### config.mk
export PLATFORM = sky130hd
export DESIGN_NAME = reg_writeback
export DESIGN_NICKNAME = d
export VERILOG_FILES = /design/src/rtl/cr16_pkg.sv /design/src/rtl/load_tag_fifo.sv /design/src/rtl/reg_writeback.sv
export SDC_FILE = /design/constraint.sdc
export NUM_CORES = 1
export LEC_CHECK = 0
export CAP_MARGIN = 20
export CORE_MARGIN = 10
export CORE_UTILIZATION = 54
export CTS_CLUSTER_SIZE = 14
export DETAILED_ROUTE_END_ITERATION = 10
export GPL_TIMING_DRIVEN = 0
export MAX_ROUTING_LAYER = met4
export PLACE_DENSITY = 0.86
export SLEW_MARGIN = 20
export SYNTH_ARGS = -nofsm -noshare
export SYNTH_HDL_FRONTEND = slang
export SYNTH_SLANG_ARGS = --single-unit
### constraint.sdc
create_clock -name I_CLK -period 5.9 [get_ports I_CLK]
set_clock_uncertainty 0.05 [all_clocks]
set_input_delay 1.18 -clock I_CLK [delete_from_list [all_inputs] [get_ports I_CLK]]
set_output_delay 1.18 -clock I_CLK [all_outputs]
set_load 0.02 [all_outputs]
### src/rtl/cr16_pkg.sv
// Shared CR16 register-file constants and the register index type.
package cr16_pkg;
  localparam int CR16_REG_WIDTH  = 16;
  localparam int CR16_FILE_WIDTH = 16;
  localparam int CR16_ADDR_WIDTH = 4;

  typedef logic [CR16_ADDR_WIDTH-1:0] reg_idx_t;
endpackage

### src/rtl/load_tag_fifo.sv
// In-order FIFO of load destination indices.
// Pushes are dropped when the FIFO is full, and pops are dropped when it is empty.
module load_tag_fifo
  import cr16_pkg::*;
#(
  parameter int P_DEPTH      = 2,
  parameter int P_ADDR_WIDTH = CR16_ADDR_WIDTH
) (
  input  logic                    gclk,
  input  logic                    grst,
  input  logic                    push,
  input  logic [P_ADDR_WIDTH-1:0] push_tag,
  input  logic                    pop,
  output logic [P_ADDR_WIDTH-1:0] head,
  output logic                    full,
  output logic                    empty
);
  localparam int PW = (P_DEPTH > 1) ? $clog2(P_DEPTH) : 1;
  localparam int CW = $clog2(P_DEPTH + 1);

  logic [P_ADDR_WIDTH-1:0] mem [P_DEPTH];
  logic [PW-1:0]           wr_ptr, rd_ptr;
  logic [CW-1:0]           cnt;
  logic                    push_ok, pop_ok;

  // Pointers wrap explicitly because P_DEPTH need not be a power of two.
  function automatic logic [PW-1:0] ptr_inc(input logic [PW-1:0] p);
    return (p == PW'(P_DEPTH - 1)) ? '0 : p + 1'b1;
  endfunction

  assign full    = (cnt == CW'(P_DEPTH));
  assign empty   = (cnt == '0);
  assign push_ok = push & ~full;
  assign pop_ok  = pop & ~empty;
  assign head    = mem[rd_ptr];

  always_ff @(posedge gclk or posedge grst)
    if (grst) begin
      wr_ptr <= '0;
      rd_ptr <= '0;
      cnt    <= '0;
    end else begin
      if (push_ok) wr_ptr <= ptr_inc(wr_ptr);
      if (pop_ok)  rd_ptr <= ptr_inc(rd_ptr);
      unique case ({push_ok, pop_ok})
        2'b10:   cnt <= cnt + 1'b1;
        2'b01:   cnt <= cnt - 1'b1;
        default: cnt <= cnt;
      endcase
    end

  always_ff @(posedge gclk)
    if (push_ok) mem[wr_ptr] <= push_tag;
endmodule

### src/rtl/reg_writeback.sv
// CR16 write-back stage: merges ALU results and in-order load returns into one
// registered register-file write per cycle, and keeps a pending-load busy scoreboard.
module reg_writeback
  import cr16_pkg::*;
#(
  parameter int P_REG_WIDTH  = CR16_REG_WIDTH,
  parameter int P_FILE_WIDTH = CR16_FILE_WIDTH,
  parameter int P_ADDR_WIDTH = CR16_ADDR_WIDTH,
  parameter int P_LOAD_DEPTH = 2
) (
  input  logic                    I_CLK,
  input  logic                    I_RESET,
  input  logic                    I_ALU_VALID,
  output logic                    O_ALU_READY,
  input  logic [P_ADDR_WIDTH-1:0] I_ALU_ADDR,
  input  logic [P_REG_WIDTH-1:0]  I_ALU_DATA,
  input  logic                    I_LOAD_ISSUE,
  output logic                    O_LOAD_READY,
  input  logic [P_ADDR_WIDTH-1:0] I_LOAD_ADDR,
  input  logic                    I_MEM_VALID,
  input  logic [P_REG_WIDTH-1:0]  I_MEM_DATA,
  output logic [P_REG_WIDTH-1:0]  O_REG_BUS,
  output logic [P_FILE_WIDTH-1:0] O_REG_ENABLE,
  output logic [P_FILE_WIDTH-1:0] O_BUSY,
  output logic                    O_ERR
);
  logic                    fifo_full, fifo_empty;
  logic [P_ADDR_WIDTH-1:0] fifo_head;
  logic                    alu_fire, load_fire, mem_pop;

  logic                    hold_vld;
  logic [P_ADDR_WIDTH-1:0] hold_addr;
  logic [P_REG_WIDTH-1:0]  hold_data;

  logic                    sel_vld, sel_mem;
  logic [P_ADDR_WIDTH-1:0] sel_addr;
  logic [P_REG_WIDTH-1:0]  sel_data;

  logic                    clr_vld;
  logic [P_ADDR_WIDTH-1:0] clr_tag;

  // A busy destination stalls an ALU write so that it cannot overtake the older load.
  assign O_ALU_READY  = ~hold_vld & ~O_BUSY[I_ALU_ADDR];
  assign O_LOAD_READY = ~fifo_full & ~O_BUSY[I_LOAD_ADDR];
  assign alu_fire     = I_ALU_VALID & O_ALU_READY;
  assign load_fire    = I_LOAD_ISSUE & O_LOAD_READY;
  assign mem_pop      = I_MEM_VALID & ~fifo_empty;

  load_tag_fifo #(
    .P_DEPTH      (P_LOAD_DEPTH),
    .P_ADDR_WIDTH (P_ADDR_WIDTH)
  ) u_tag_fifo (
    .gclk     (I_CLK),
    .grst     (I_RESET),
    .push     (load_fire),
    .push_tag (I_LOAD_ADDR),
    .pop      (mem_pop),
    .head     (fifo_head),
    .full     (fifo_full),
    .empty    (fifo_empty)
  );

  // Write-slot priority: memory return, then held ALU result, then new ALU handshake.
  always_comb begin
    sel_vld  = 1'b0;
    sel_mem  = 1'b0;
    sel_addr = '0;
    sel_data = '0;
    if (mem_pop) begin
      sel_vld  = 1'b1;
      sel_mem  = 1'b1;
      sel_addr = fifo_head;
      sel_data = I_MEM_DATA;
    end else if (hold_vld) begin
      sel_vld  = 1'b1;
      sel_addr = hold_addr;
      sel_data = hold_data;
    end else if (alu_fire) begin
      sel_vld  = 1'b1;
      sel_addr = I_ALU_ADDR;
      sel_data = I_ALU_DATA;
    end
  end

  // alu_fire implies hold is empty, so capture and drain never coincide.
  always_ff @(posedge I_CLK or posedge I_RESET)
    if (I_RESET) begin
      hold_vld  <= 1'b0;
      hold_addr <= '0;
      hold_data <= '0;
    end else if (alu_fire && mem_pop) begin
      hold_vld  <= 1'b1;
      hold_addr <= I_ALU_ADDR;
      hold_data <= I_ALU_DATA;
    end else if (hold_vld && !mem_pop) begin
      hold_vld  <= 1'b0;
    end

  always_ff @(posedge I_CLK or posedge I_RESET)
    if (I_RESET) begin
      O_REG_ENABLE <= '0;
      O_REG_BUS    <= '0;
      clr_vld      <= 1'b0;
      clr_tag      <= '0;
      O_ERR        <= 1'b0;
    end else begin
      O_REG_ENABLE <= sel_vld ? ({{(P_FILE_WIDTH-1){1'b0}}, 1'b1} << sel_addr) : '0;
      if (sel_vld) O_REG_BUS <= sel_data;
      clr_vld      <= sel_mem;
      clr_tag      <= sel_addr;
      if (I_MEM_VALID && fifo_empty) O_ERR <= 1'b1;
    end

  // Busy stays set through the enable cycle and clears on the edge that ends it.
  always_ff @(posedge I_CLK or posedge I_RESET)
    if (I_RESET) O_BUSY <= '0;
    else
      for (int i = 0; i < P_FILE_WIDTH; i++) begin
        if (load_fire && I_LOAD_ADDR == P_ADDR_WIDTH'(i))  O_BUSY[i] <= 1'b1;
        else if (clr_vld && clr_tag == P_ADDR_WIDTH'(i))   O_BUSY[i] <= 1'b0;
      end
endmodule

======== Word level (Yosys, flattened, before mapping) ========
Memories as Yosys holds them, arrays and structs flattened.
Index checks and enable logic that the tools add are counted.
word-level totals
  register bits after elaboration ......... 79
  bits of input ports ..................... 45
  output and inout port bits .............. 51
  memory bits (writable) .................. 8
  memories kept ........................... 1
operators by class
  add/subtract/negate cells ............... 4
  magnitude comparators ................... 2
  muxes and demuxes ....................... 54
  shift operators ......................... 1
  bitwise gates (word level) .............. 12
  reductions and logical operators ........ 57
  equal/unequal tests ..................... 33
memories
  name            words  bits a word  rd ports  clocked after memory_dff  write ports  RTL line             RTL
  u_tag_fifo.mem  2      4            1         0                         1            load_tag_fifo.sv:21  logic [P_ADDR_WIDTH-1:0] mem [P_DEPTH];
operator list
  cell                    count
  $eq A4 B4 Y1 const B    16
  $mux W16                4
  $mux W1                 44
  $reduce_bool A2 Y1      18
  $logic_and A1 B1 Y1     35
  $eq A4 B3 Y1 const B    8
  $eq A4 B2 Y1 const B    4
  $shl A1 B4 Y16 const A  1
  $mux W4                 3
  $lt A4 B5 Y1 const B    2
  $bmux W1 S4             2
  $eq A4 B1 Y1 const B    2
  $logic_not A4 Y1        2
  $and A1 B1 Y1           7
  $not A1 Y1              5
  $eq A2 B2 Y1 const B    2
  $pmux W2 S2             1
  $add A1 B1 Y1 const B   2
  $add A2 B1 Y2 const B   1
  $eq A2 B1 Y1 const B    1
  $logic_not A2 Y1        1
  $sub A2 B1 Y2 const B   1
  $logic_not A1 Y1        1

======== Longest topological paths before layout ========
Gate-level depths: netlist of the first run.
  word-level depth ........................ 10
  depth in mapped cells ................... 10
  mapped depth without buffers ............ 9

======== Cells and area by module ========
From an unflattened synthesis of the first run, not the netlist that was laid out.
unflattened totals
  cells, all modules ...................... 371
  area, all modules ....................... 4230.3 µm²
by module, submodules not included
  module         times used  area an instance (µm²)  cells an instance  seq. area each (µm²)
  reg_writeback  1           3744.8                  340                1876.8
  load_tag_fifo  1           485.5                   31                 340.3

======== Least setup slack after synthesis of the first run ========
No wires, ideal clock.
  kind .................................... input to output
  from .................................... in I_LOAD_ADDR[0]
  to ...................................... out O_LOAD_READY
  arrival time ............................ 2645 ps
  stages on the path ...................... 5
  setup slack ............................. 2025 ps
  required time ........................... 4670 ps
  cell sequence ........................... clkbuf_1 > mux4_2 > mux2_2 > a21oi_1 > and2_1
on the way
  longest elaborated chain between the ends .. 4
ends and longest elaborated chain
  item                           RTL line             RTL
  start, declared                reg_writeback.sv:19  input logic [P_ADDR_WIDTH-1:0] I_LOAD_ADDR,
  $bmux W1 S4                    reg_writeback.sv:44  assign O_LOAD_READY = ~fifo_full & ~O_BUSY[I_LOAD_ADDR];
  $mux W1 (implied by the code)  reg_writeback.sv:44
  $not A1 Y1                     reg_writeback.sv:44
  $and A1 B1 Y1                  reg_writeback.sv:44
  end, declared                  reg_writeback.sv:18  output logic O_LOAD_READY,
Every way passes these cells. The select of a mux whose other input is x is not followed.

======== Worst setup path after layout of the first run ========
Same ends and word-level chain as after synthesis.

==> results.md, run 1 <==
- Synthesis-stage register bit count: 87
- Syn Inst Count: 351
- Multi-input logic area: 1740 um2
- Final Max Slew Viols: 0
- Final worst path period share: 0.859
- Seq. cell area: 2220 um2
- Postcts setup bufs: 0
- GRT Overall Usage: 0.192
- Number of synthesized flops with an enable pin: 8
- Post-Syn Nets: 397
- Vias per cell: 5.63
- Mapped Area: 4090 um2
- First drt pass iteration count: 4
- Top layer in use: met4
- Largest net degree at the start of global routing: 47
- Least-Margin Pin Slew: 0.667 ns
- Post-Route WL: 10500 um
- CORE AREA: 7290 um2
- Worst hold path class: flip-flop to flip-flop
- Post-synth top area share: 0.483
- DRT iter0 DRCs: 201
- Post-layout min period: 5.07 ns
- Max Cap Viol: 0
- Syn_area_per_cell: 11.7 um2
- Synth top area cells: dfrtp_1, edfxtp_1, nor2_1
- Met3 WL: 544 um
- Routability Congestion: 0.922
- Root Driver: clkbuf_8
- Setup TNS: 0 ns
- Sequential fraction of the synthesis area: 0.542
- Yosys warnings: 0
- Finished Cell Area: 5370 um2
- FFs w/ async S/R, synth: 0.908
- Clock Latency Late Sink: 0.35 ns
- CTS sink cnt: 87
- Leak: 2.24 nW
- Crit path DAT: 3.84 ns
- Clock transition at path regs: 0.08 ns
- Required time of the worst setup path: 4.67 ns
- Port bufs: 92
- Crit path capture type: primary output
- Max VDD drop: 0.279 mV
- Setup violators final: 0
- Die width: 107 um
- Worst slew margin: 0.551
- Post-synth cell types: 58
- Diode count: 0
- Final hold violation count: 0
- Fill count: 524
- Worst setup SP type: primary input
- WL met2: 5340 um
- RSZ-0062 raised after global routing: no
- Top FF cell, synth: dfrtp_1
- Crit-path max FO: 5
- Post-CTS Resized: 0
- Layout cells sized above 1: 0.135
- Crit-path leading delay family: buffers and inverters
- Worst Path Buf+Inv: 3
- Initial antenna violation count: 0
- Max Root-Sink Buffers: 2
- Vias: 3145
- DRC viols: 0
- Top cell by count, worst path: clkdlybuf4s50_1
- CTS tree: done
- ANT nets after route: 0
- Area grow syn2layout: 31.2%
- Setup CP Type: primary input to primary output
- Placed inst area: 5160 um2
- # IOs: 96
- Routed wire per std cell: 18.8 um
- Fmax: 0.197 GHz
- Die H: 107 um
- CP max stage delay: 0.61 ns
- Number of global-route vias before repair: 3292
- Post-CTS Hold Buffers: 0
- Global-route wire length before repair: 17200 um
- Die area: 11500 um2
- Synth top cells by count: dfrtp_1, nor2_1, a21oi_1
- Aggregate global routing overflow: 0
- PD cells: 498 nW/um2
- Routed met1 length: 4530 um
- Crit-path slowest cell: clkdlybuf4s50_1
- Most common cell in the synthesized netlist: dfrtp_1
- DPL Wire Length: 7910 um
- CP Cell Sequence: clkdlybuf4s50_1 -> clkbuf_1 -> mux4_2 -> mux2_2 -> a21oi_1 -> and2_1 -> clkdlybuf4s50_1
- Status: finished clean
- Row Count: 31
- H-tree levels: 3
- Starting Density: 0.561
- Area leader, netlist: dfrtp_1
- Nets@finish: 501
- CTS Buf Count: 9
-- cells in the final DEF (no fill, tap or decap), drive strengths merged, types with 6 or more instances in the layout --
cell type,n
clkdlybuf4s50,92
dfrtp,79
nor2,61
mux2,23
clkbuf,22
a21oi,21
o21ai,18
a221o,16
nand2,16
mux2i,11
buf,10
nand3,8
edfxtp,8
inv,8
a22o,7
nand2b,6
-- sequential cells by signal, summed over array words and instances, names as in the netlist --
name / count
u_tag_fifo.rd_ptr: 1
O_REG_ENABLE: 16
hold_vld: 1
O_REG_BUS: 16
clr_vld: 1
O_BUSY: 16
hold_addr: 4
u_tag_fifo.mem: 8
u_tag_fifo.wr_ptr: 1
hold_data: 16
O_ERR: 1
u_tag_fifo.cnt: 2
clr_tag: 4
-- cell families (layout without fill, tap and decap cells) --
family / count (synthesis) / after routing / synth area share
simple gates: 115 / 115 / 0.140
flops: 87 / 87 / 0.542
compound gates: 79 / 79 / 0.152
mux: 39 / 39 / 0.119
buf+inv: 25 / 134 / 0.0333
xor+xnor: 5 / 5 / 0.0107
fa+ha+maj: 1 / 1 / 0.00306
-- worst register-to-register path, cell delays in order (launching register included) --
cell and delay, ns:
dfrtp_1 0.44, o21ai_1 0.29, buf_2 0.28, buf_1 0.41, clkbuf_1 0.48, nor2_1 0.13
nor2_1 0.17, a221o_1 0.13
-- worst paths after layout --
kind                                   startpoint         endpoint  slack (ns)  cells after the start
worst max-delay path               I_LOAD_ADDR[0]     O_LOAD_READY        0.83                      7
worst min-delay path                        O_ERR            O_ERR        0.42                      1
worst max register to register  u_tag_fifo.cnt[0]     O_REG_BUS[5]        3.46                      7
worst min register to register              O_ERR            O_ERR        0.42                      1
max in group asynchronous                 I_RESET       O_BUSY[10]        4.07                      3
min in group asynchronous                 I_RESET  O_REG_ENABLE[1]        1.15                      2
-- stage by stage --
stage	power (mW)	setup slack [ns]	hold slack, ns	util	std cells
finish	2.67	0.834	0.424	0.736	559
detailed placement	2.26	0.864	0.412	0.708	543
global route	2.83	0.742	0.461	0.736	559
CTS	2.69	0.842	0.435	0.736	559
floorplan	1.75	2.03	0.414	-	351
global placement	2.22	0.876	0.391	0.704	542
-- layer usage --
layer | global-route usage | vias up
met2 | 0.315 | 104
met5 | - | -
met1 | 0.234 | 1560
met3 | 0.0413 | 10
li1 | - | 1471
met4 | 0.0551 | 0
-- cell type report --
class	instances	share of cell area
Buffer	18	0.0205
Multi-Input combinational cell	239	0.324
Timing Repair Buffer	93	0.177
Inverter	7	0.00536
Clock buffer	13	0.0296
Clock inverter	3	0.00770
Sequential cell	87	0.413
Tap cell	99	0.0231
-- power by group --
part           total, mW  internal (mW)  switching [mW]
Sequential          1.04          0.845           0.190
Clock              0.418          0.219           0.199
Combinational       1.22          0.595           0.625
(Power assumes the default switching activity.)
==> run 2: changes to the inputs <==
--- a/config.mk
+++ b/config.mk
@@ -7,12 +7,10 @@
 export LEC_CHECK = 0
 export CAP_MARGIN = 20
 export CORE_MARGIN = 10
-export CORE_UTILIZATION = 54
-export CTS_CLUSTER_SIZE = 14
+export CORE_UTILIZATION = 35
 export DETAILED_ROUTE_END_ITERATION = 10
 export GPL_TIMING_DRIVEN = 0
 export MAX_ROUTING_LAYER = met4
-export PLACE_DENSITY = 0.86
 export SLEW_MARGIN = 20
 export SYNTH_ARGS = -nofsm -noshare
 export SYNTH_HDL_FRONTEND = slang
==> run 2 against run 1 <==
Sequential power hardly changed. First-iteration DRC count shrank 38%. Non-clock buffer count unchanged. Final cell count is 7.7% higher. Setup slack improved by 0.0021 ns. Fmax is essentially flat. Critical path depth stayed put.
==> results.md, run 2 (same netlist as run 1, synthesis figures left out) <==
- Setup TNS: 0 ns (unchanged)
- CTS tree: done
- RSZ-0062 raised after global routing: no
- Number of global-route vias before repair: 3324 (+0.97%)
- Post-CTS Hold Buffers: 0 (unchanged)
- Status: finished clean
- Aggregate global routing overflow: 0 (unchanged)
- CTS Buf Count: 9 (unchanged)
- Area grow syn2layout: 35.3%
- Final worst path period share: 0.858 (about the same)
- Reg2Reg Depth: 7 (unchanged)
- Die area: 16400 um2 (+43%)
- DPL Wire Length: 8090 um (+2.4%)
- Layout cells sized above 1: 0.135 (+0.000294)
- First drt pass iteration count: 4 (unchanged)
- ANT nets after route: 0 (unchanged)
- CTS sink cnt: 87 (unchanged)
- Vias: 3109 (-1.1%)
- Starting Density: 0.358 (-0.203)
- Max Root-Sink Buffers: 2 (unchanged)
- Critical path depth: 7 (unchanged)
- # IOs: 96 (unchanged)
- Setup CP Type: primary input to primary output
- Worst reg2reg startpoint: u_tag_fifo.cnt[0]
- Die H: 128 um (+20%)
- Final hold violation count: 0 (unchanged)
- Initial antenna violation count: 0 (unchanged)
- FF-to-FF End: u_tag_fifo.cnt[1]
- Port bufs: 92 (unchanged)
- Most common cell after layout, fill and taps aside: clkdlybuf4s50_1
- Largest net degree at the start of global routing: 49 (+4.3%)
- Diode count: 0 (unchanged)
- Setup violators final: 0 (unchanged)
- GRT Overall Usage: 0.136 (-0.0557)
- Worst slew margin: 0.609 (+0.0579)
- Crit-path slowest cell: clkdlybuf4s50_1
- Postcts setup bufs: 0 (unchanged)
- Nets@finish: 501 (unchanged)
- Post-CTS Resized: 0 (unchanged)
- H-tree levels: 3 (unchanged)
- Row Count: 39 (+26%)
- Hold slack: 0.407 ns (-0.0165 ns)
- DRT iter0 DRCs: 124 (-38%)
- Post-layout min period: 5.06 ns (-0.00213 ns)
- Post-Route WL: 10900 um (+4.1%)
- Worst hold path class: flip-flop to flip-flop
- Root Driver: clkbuf_16
- CP max stage delay: 0.61 ns (about the same)
- Crit-path max FO: 5 (unchanged)
- Post-Route Utilization: 0.485 (-0.251)
- Design Power: 2.85 mW (+6.5%)
- Least-Margin Pin Slew: 0.581 ns (-0.0859 ns)
- Fmax: 0.197 GHz (about the same)
- Crit path capture type: primary output
- Required time of the worst setup path: 4.67 ns (about the same)
- Final Max Slew Viols: 0 (unchanged)
- Vias per cell: 5.16 (-8.2%)
- Reg2reg setup slack: 3.46 ns (about the same)
- Fin cells: 602 (+7.7%)
- Crit-path leading delay family: buffers and inverters
- Leak: 2.29 nW (+2.3%)
- Placed instance count: 587 (+8.1%)
- Global-route wire length before repair: 17600 um (+2.1%)
- Routability Congestion: 0.871 (-5.6%)
- Most frequent cells in the layout: clkdlybuf4s50_1, dfrtp_1, nor2_1, a21oi_1
- CP endpoint: O_LOAD_READY
- Clock transition at path regs: 0.06 ns (-0.02 ns)
- Max VDD drop: 0.291 mV (+4.1%)
- Clock Latency Late Sink: 0.34 ns (about the same)
- CP Cell Sequence: clkdlybuf4s50_1 -> clkbuf_1 -> mux4_2 -> mux2_2 -> a21oi_1 -> and2_1 -> clkdlybuf4s50_1
- PD cells: 515 nW/um2 (+3.3%)
- Die width: 128 um (+20%)
- Crit path DAT: 3.83 ns (about the same)
- Worst setup SP type: primary input
- Top cell by count, worst path: clkdlybuf4s50_1
- Max Cap Viol: 0 (unchanged)
- Setup crit start: I_LOAD_ADDR[0]
- DRC viols: 0 (unchanged)
- Routed wire per std cell: 18.2 um (-3.3%)
- Worst Path Buf+Inv: 3 (unchanged)
- CORE AREA: 11400 um2 (+57%)
## run 2: worst min-delay path by stage
stage                     slack (ns)      endpoint  cells after the start    startpoint
after CTS                       0.41         O_ERR                      1         O_ERR
after detailed placement        0.40         O_ERR                      1         O_ERR
after global routing            0.44         O_ERR                      1         O_ERR
after global placement          0.40         O_ERR                      1         O_ERR
after floorplan                 0.41  hold_addr[2]                      1  hold_addr[2]
final                           0.41         O_ERR                      1         O_ERR
## run 2: through the flow
step	area, um2	setup slack (ns)
global route	5530	0.671
detailed placement	5220	0.827
global placement	5190	0.837
floorplan	4090	2.03
CTS	5530	0.816
finish	5530	0.836
## run 2: per-layer routing
metal	vias to the layer above	GRT usage	wire length, um
li1	1471	-	-
met1	1546	0.172	5120
met2	80	0.210	5160
met3	12	0.0372	520
met4	0	0.0397	142
met5	-	-	0
## run 2: cell type report
class | instances | area [um2]
clock buffer | 11 | 243
timing repair buffer | 93 | 948
buffer | 18 | 110
multi-input combinational | 239 | 1740
fill | 1068 | 5890
inverter | 7 | 28.8
clock inverter | 4 | 70.1
sequential | 87 | 2220
tap | 143 | 179
## run 2: where the power goes
part | internal, mW | total (mW) | leakage (nW) | switching (mW)
Sequential | 0.847 | 1.03 | 1.04 | 0.182
Clock | 0.379 | 0.603 | 0.155 | 0.224
Combinational | 0.595 | 1.22 | 1.10 | 0.621
==> run 3: changes to the inputs <==
--- a/config.mk
+++ b/config.mk
@@ -9,9 +9,11 @@
 export CORE_MARGIN = 10
 export CORE_UTILIZATION = 35
 export DETAILED_ROUTE_END_ITERATION = 10
+export DONT_BUFFER_PORTS = 1
 export GPL_TIMING_DRIVEN = 0
 export MAX_ROUTING_LAYER = met4
 export SLEW_MARGIN = 20
 export SYNTH_ARGS = -nofsm -noshare
 export SYNTH_HDL_FRONTEND = slang
+export SYNTH_HIERARCHICAL = 1
 export SYNTH_SLANG_ARGS = --single-unit
==> constraint.sdc (replaced) <==
create_clock -name I_CLK -period 5.9 [get_ports I_CLK]
set_clock_uncertainty 0.05 [all_clocks]
set_input_delay 0.59 -clock I_CLK [delete_from_list [all_inputs] [get_ports I_CLK]]
set_output_delay 0.59 -clock I_CLK [all_outputs]
set_load 0.02 [all_outputs]
==> run 3 against run 2 <==
Combinational power fell by 38%. Setup slack improved by 2.0 ns. Highest routed layer unchanged. Utilization down 8.3 points.
==> results.md, run 3 <==
- Status: finished clean
- Max Root-Sink Buffers: 2 (unchanged)
- Post-layout min period: 3.09 ns (-1.97 ns)
- Area grow syn2layout: 13.0%
- Final Max Slew Viols: 0 (unchanged)
- Most frequent cells in the layout: dfrtp_1, o21ai_0, nand2b_1, nand2_1, mux2_1
- Worst slew margin: 0.367 (-0.241)
- Synth top cells by count: dfrtp_1, o21ai_0, nand2b_1
- Max Cap Viol: 0 (unchanged)
- Postcts setup bufs: 0 (unchanged)
- Nets@finish: 430 (-14%)
- Port bufs: 0 (-100%)
- Aggregate global routing overflow: 0 (unchanged)
- CTS Buf Count: 9 (unchanged)
- Multi-input logic area: 1870 um2 (+7.6%)
- Least-Margin Pin Slew: 0.943 ns (+0.362 ns)
- # IOs: 96 (unchanged)
- Root Driver: clkbuf_16
- Area leader, netlist: dfrtp_1
- Post-Syn Nets: 417 (+5.0%)
- Global-route wire length before repair: 18100 um (+3.0%)
- FFs w/ async S/R, synth: 0.908 (unchanged)
- Clock transition at path regs: 0.07 ns (about the same)
- Clock Latency Late Sink: 0.35 ns (about the same)
- GRT Overall Usage: 0.143 (+0.00657)
- Crit-path max FO: 8 (+3)
- Die area: 16900 um2 (+2.9%)
- Setup TNS: 0 ns (unchanged)
- ANT nets after route: 0 (unchanged)
- Die H: 130 um (+1.4%)
- First drt pass iteration count: 4 (unchanged)
- Setup violators final: 0 (unchanged)
- Post-Route WL: 11400 um (+3.8%)
- DRT iter0 DRCs: 201 (+62%)
- Most common cell in the synthesized netlist: dfrtp_1
- PD cells: 544 nW/um2 (+5.8%)
- Routability Congestion: 0.843 (-3.1%)
- CTS tree: done
- DPL Wire Length: 8490 um (+4.9%)
- Crit path capture type: flip-flop
- Top FF cell, synth: dfrtp_1
- Fmax: 0.323 GHz (+64%)
- Max VDD drop: 0.192 mV (-34%)
- Sequential fraction of the synthesis area: 0.524 (-0.0180)
- Required time of the worst setup path: 6.12 ns (+1.45 ns)
- Syn_area_per_cell: 11.4 um2 (-2.1%)
- Largest net degree at the start of global routing: 44 (-10%)
- Reg2reg setup slack: 2.94 ns (-0.52 ns)
- Leak: 1.84 nW (-20%)
- Syn Inst Count: 371 (+5.7%)
- Vias: 3041 (-2.2%)
- CTS sink cnt: 87 (unchanged)
- Post-synth cell types: 54 (-6.9%)
- Most common cell after layout, fill and taps aside: dfrtp_1
- DRC viols: 0 (unchanged)
- RSZ-0062 raised after global routing: no
- Fill count: 1163 (+8.9%)
- Diode count: 0 (unchanged)
- Number of synthesized flops with an enable pin: 8 (unchanged)
- Mapped Area: 4230 um2 (+3.4%)
- Final worst path period share: 0.524 (-0.334)
- Setup CP Type: primary input to flip-flop
- Row Count: 40 (+2.6%)
- Initial antenna violation count: 0 (unchanged)
- Vias per cell: 5.67 (+9.9%)
- Seq. cell area: 2220 um2 (unchanged)
- Worst setup SP type: primary input
- Layout cells sized above 1: 0.162 (+0.0269)
- Crit path DAT: 3.31 ns (-0.52 ns)
- Post-synth top area share: 0.467 (-0.0160)
- Yosys warnings: 6 (+6)
- CORE AREA: 11900 um2 (+4.3%)
- Number of global-route vias before repair: 3247 (-2.3%)
- Starting Density: 0.355 (-0.00306)
- Synth top area cells: dfrtp_1, o21ai_0, edfxtp_1
- Post-Route Utilization: 0.401 (-0.0832)
- H-tree levels: 3 (unchanged)
- Die width: 130 um (+1.4%)
- Worst hold path class: primary input to asynchronous set/reset pin
- Synthesis-stage register bit count: 87 (unchanged)
- Routed wire per std cell: 21.2 um (+17%)
- Final hold violation count: 0 (unchanged)
-- run 3: cell types whose count changed after synthesis, sizes merged, moves of 5 or more --
cell    previous run  this run
o21ai             18        52
a31oi              2        17
a21oi             21         9
nand2b             6        22
nor4               0        19
nand2             16        21
a22o               7         0
a221o             16         0
nor2              61        14
nand3              8         1
o41ai              0        16
-- run 3: cell families (layout without fill, tap and decap cells) --
| kind of cell | Yosys count | count (layout) | share of synthesized area |
|---|---|---|---|
| AO/OA/AOI/OAI | 109 | 109 | 0.169 |
| XOR/XNOR | 5 | 5 | 0.0104 |
| adder cells (fa/ha/maj) | 1 | 1 | 0.00296 |
| buffers and inverters | 30 | 48 | 0.0340 |
| flip-flops | 87 | 87 | 0.524 |
| multiplexers | 37 | 37 | 0.110 |
| AND/OR/NAND/NOR | 102 | 102 | 0.150 |
-- run 3: stage by stage --
stage               worst slack (ns)  std cells  hold slack (ns)  cell area, um2  total power, mW
finish                          2.81        536           0.0718            4780             2.60
global route                    2.63        536           0.0961            4780             2.77
CTS                             2.79        536           0.0848            4780             2.62
floorplan                       2.69        371            0.306            4230             1.75
detailed placement              2.44        519            0.330            4440             1.99
global placement                2.46        518            0.322            4410             1.96
-- run 3: worst paths after layout --
kind / start / end / cells after the start
min reg2reg: hold_data[6] / hold_data[6] / 1
min in group I_CLK: I_LOAD_ADDR[1] / u_tag_fifo/mem[0][1] / 0
min: I_RESET / O_BUSY[1] / 1
max: I_LOAD_ADDR[0] / u_tag_fifo/cnt[1] / 9
max reg2reg: O_BUSY[15] / u_tag_fifo/cnt[1] / 8
max in group asynchronous: I_RESET / u_tag_fifo/rd_ptr / 2
-- run 3: layer usage --
metal / global-route usage / vias to the layer above / part of all wire
met2: 0.237 / 77 / 0.52
met1: 0.157 / 1538 / 0.40
met5: - / - / 0
li1: - / 1418 / -
met3: 0.0495 / 8 / 0.067
met4: 0.0522 / 0 / 0.014
-- run 3: cell type report --
type                    count  share of cell area
flip-flops and latches     87               0.464
multi-input cells         254               0.391
clock buffers               9              0.0471
well taps                 147              0.0385
plain buffers              21              0.0220
clock inverters             7              0.0212
inverters                   9             0.00864
repair buffers              2             0.00785
-- run 3: critical path, stage by stage --
cell and delay (ns):
clkbuf_1 0.35, mux4_2 0.57, mux4_2 0.48, nor2_1 0.37, and2_1 0.21, nand2_1 0.10
ha_1 0.34, nor2_1 0.13, xor2_1 0.15
-- run 3: what timing repair did --
| item | CTS | global route |
|---|---|---|
| hold buffers | 1 | 0 |
| gates resized for setup | 0 | 0 |
| hold endpoints to repair | 4 | 0 |
-- run 3: power by group --
part           switching (mW)  internal, mW
logic                   0.451         0.311
clock network           0.251         0.375
registers               0.369         0.846
total                    1.07          1.53
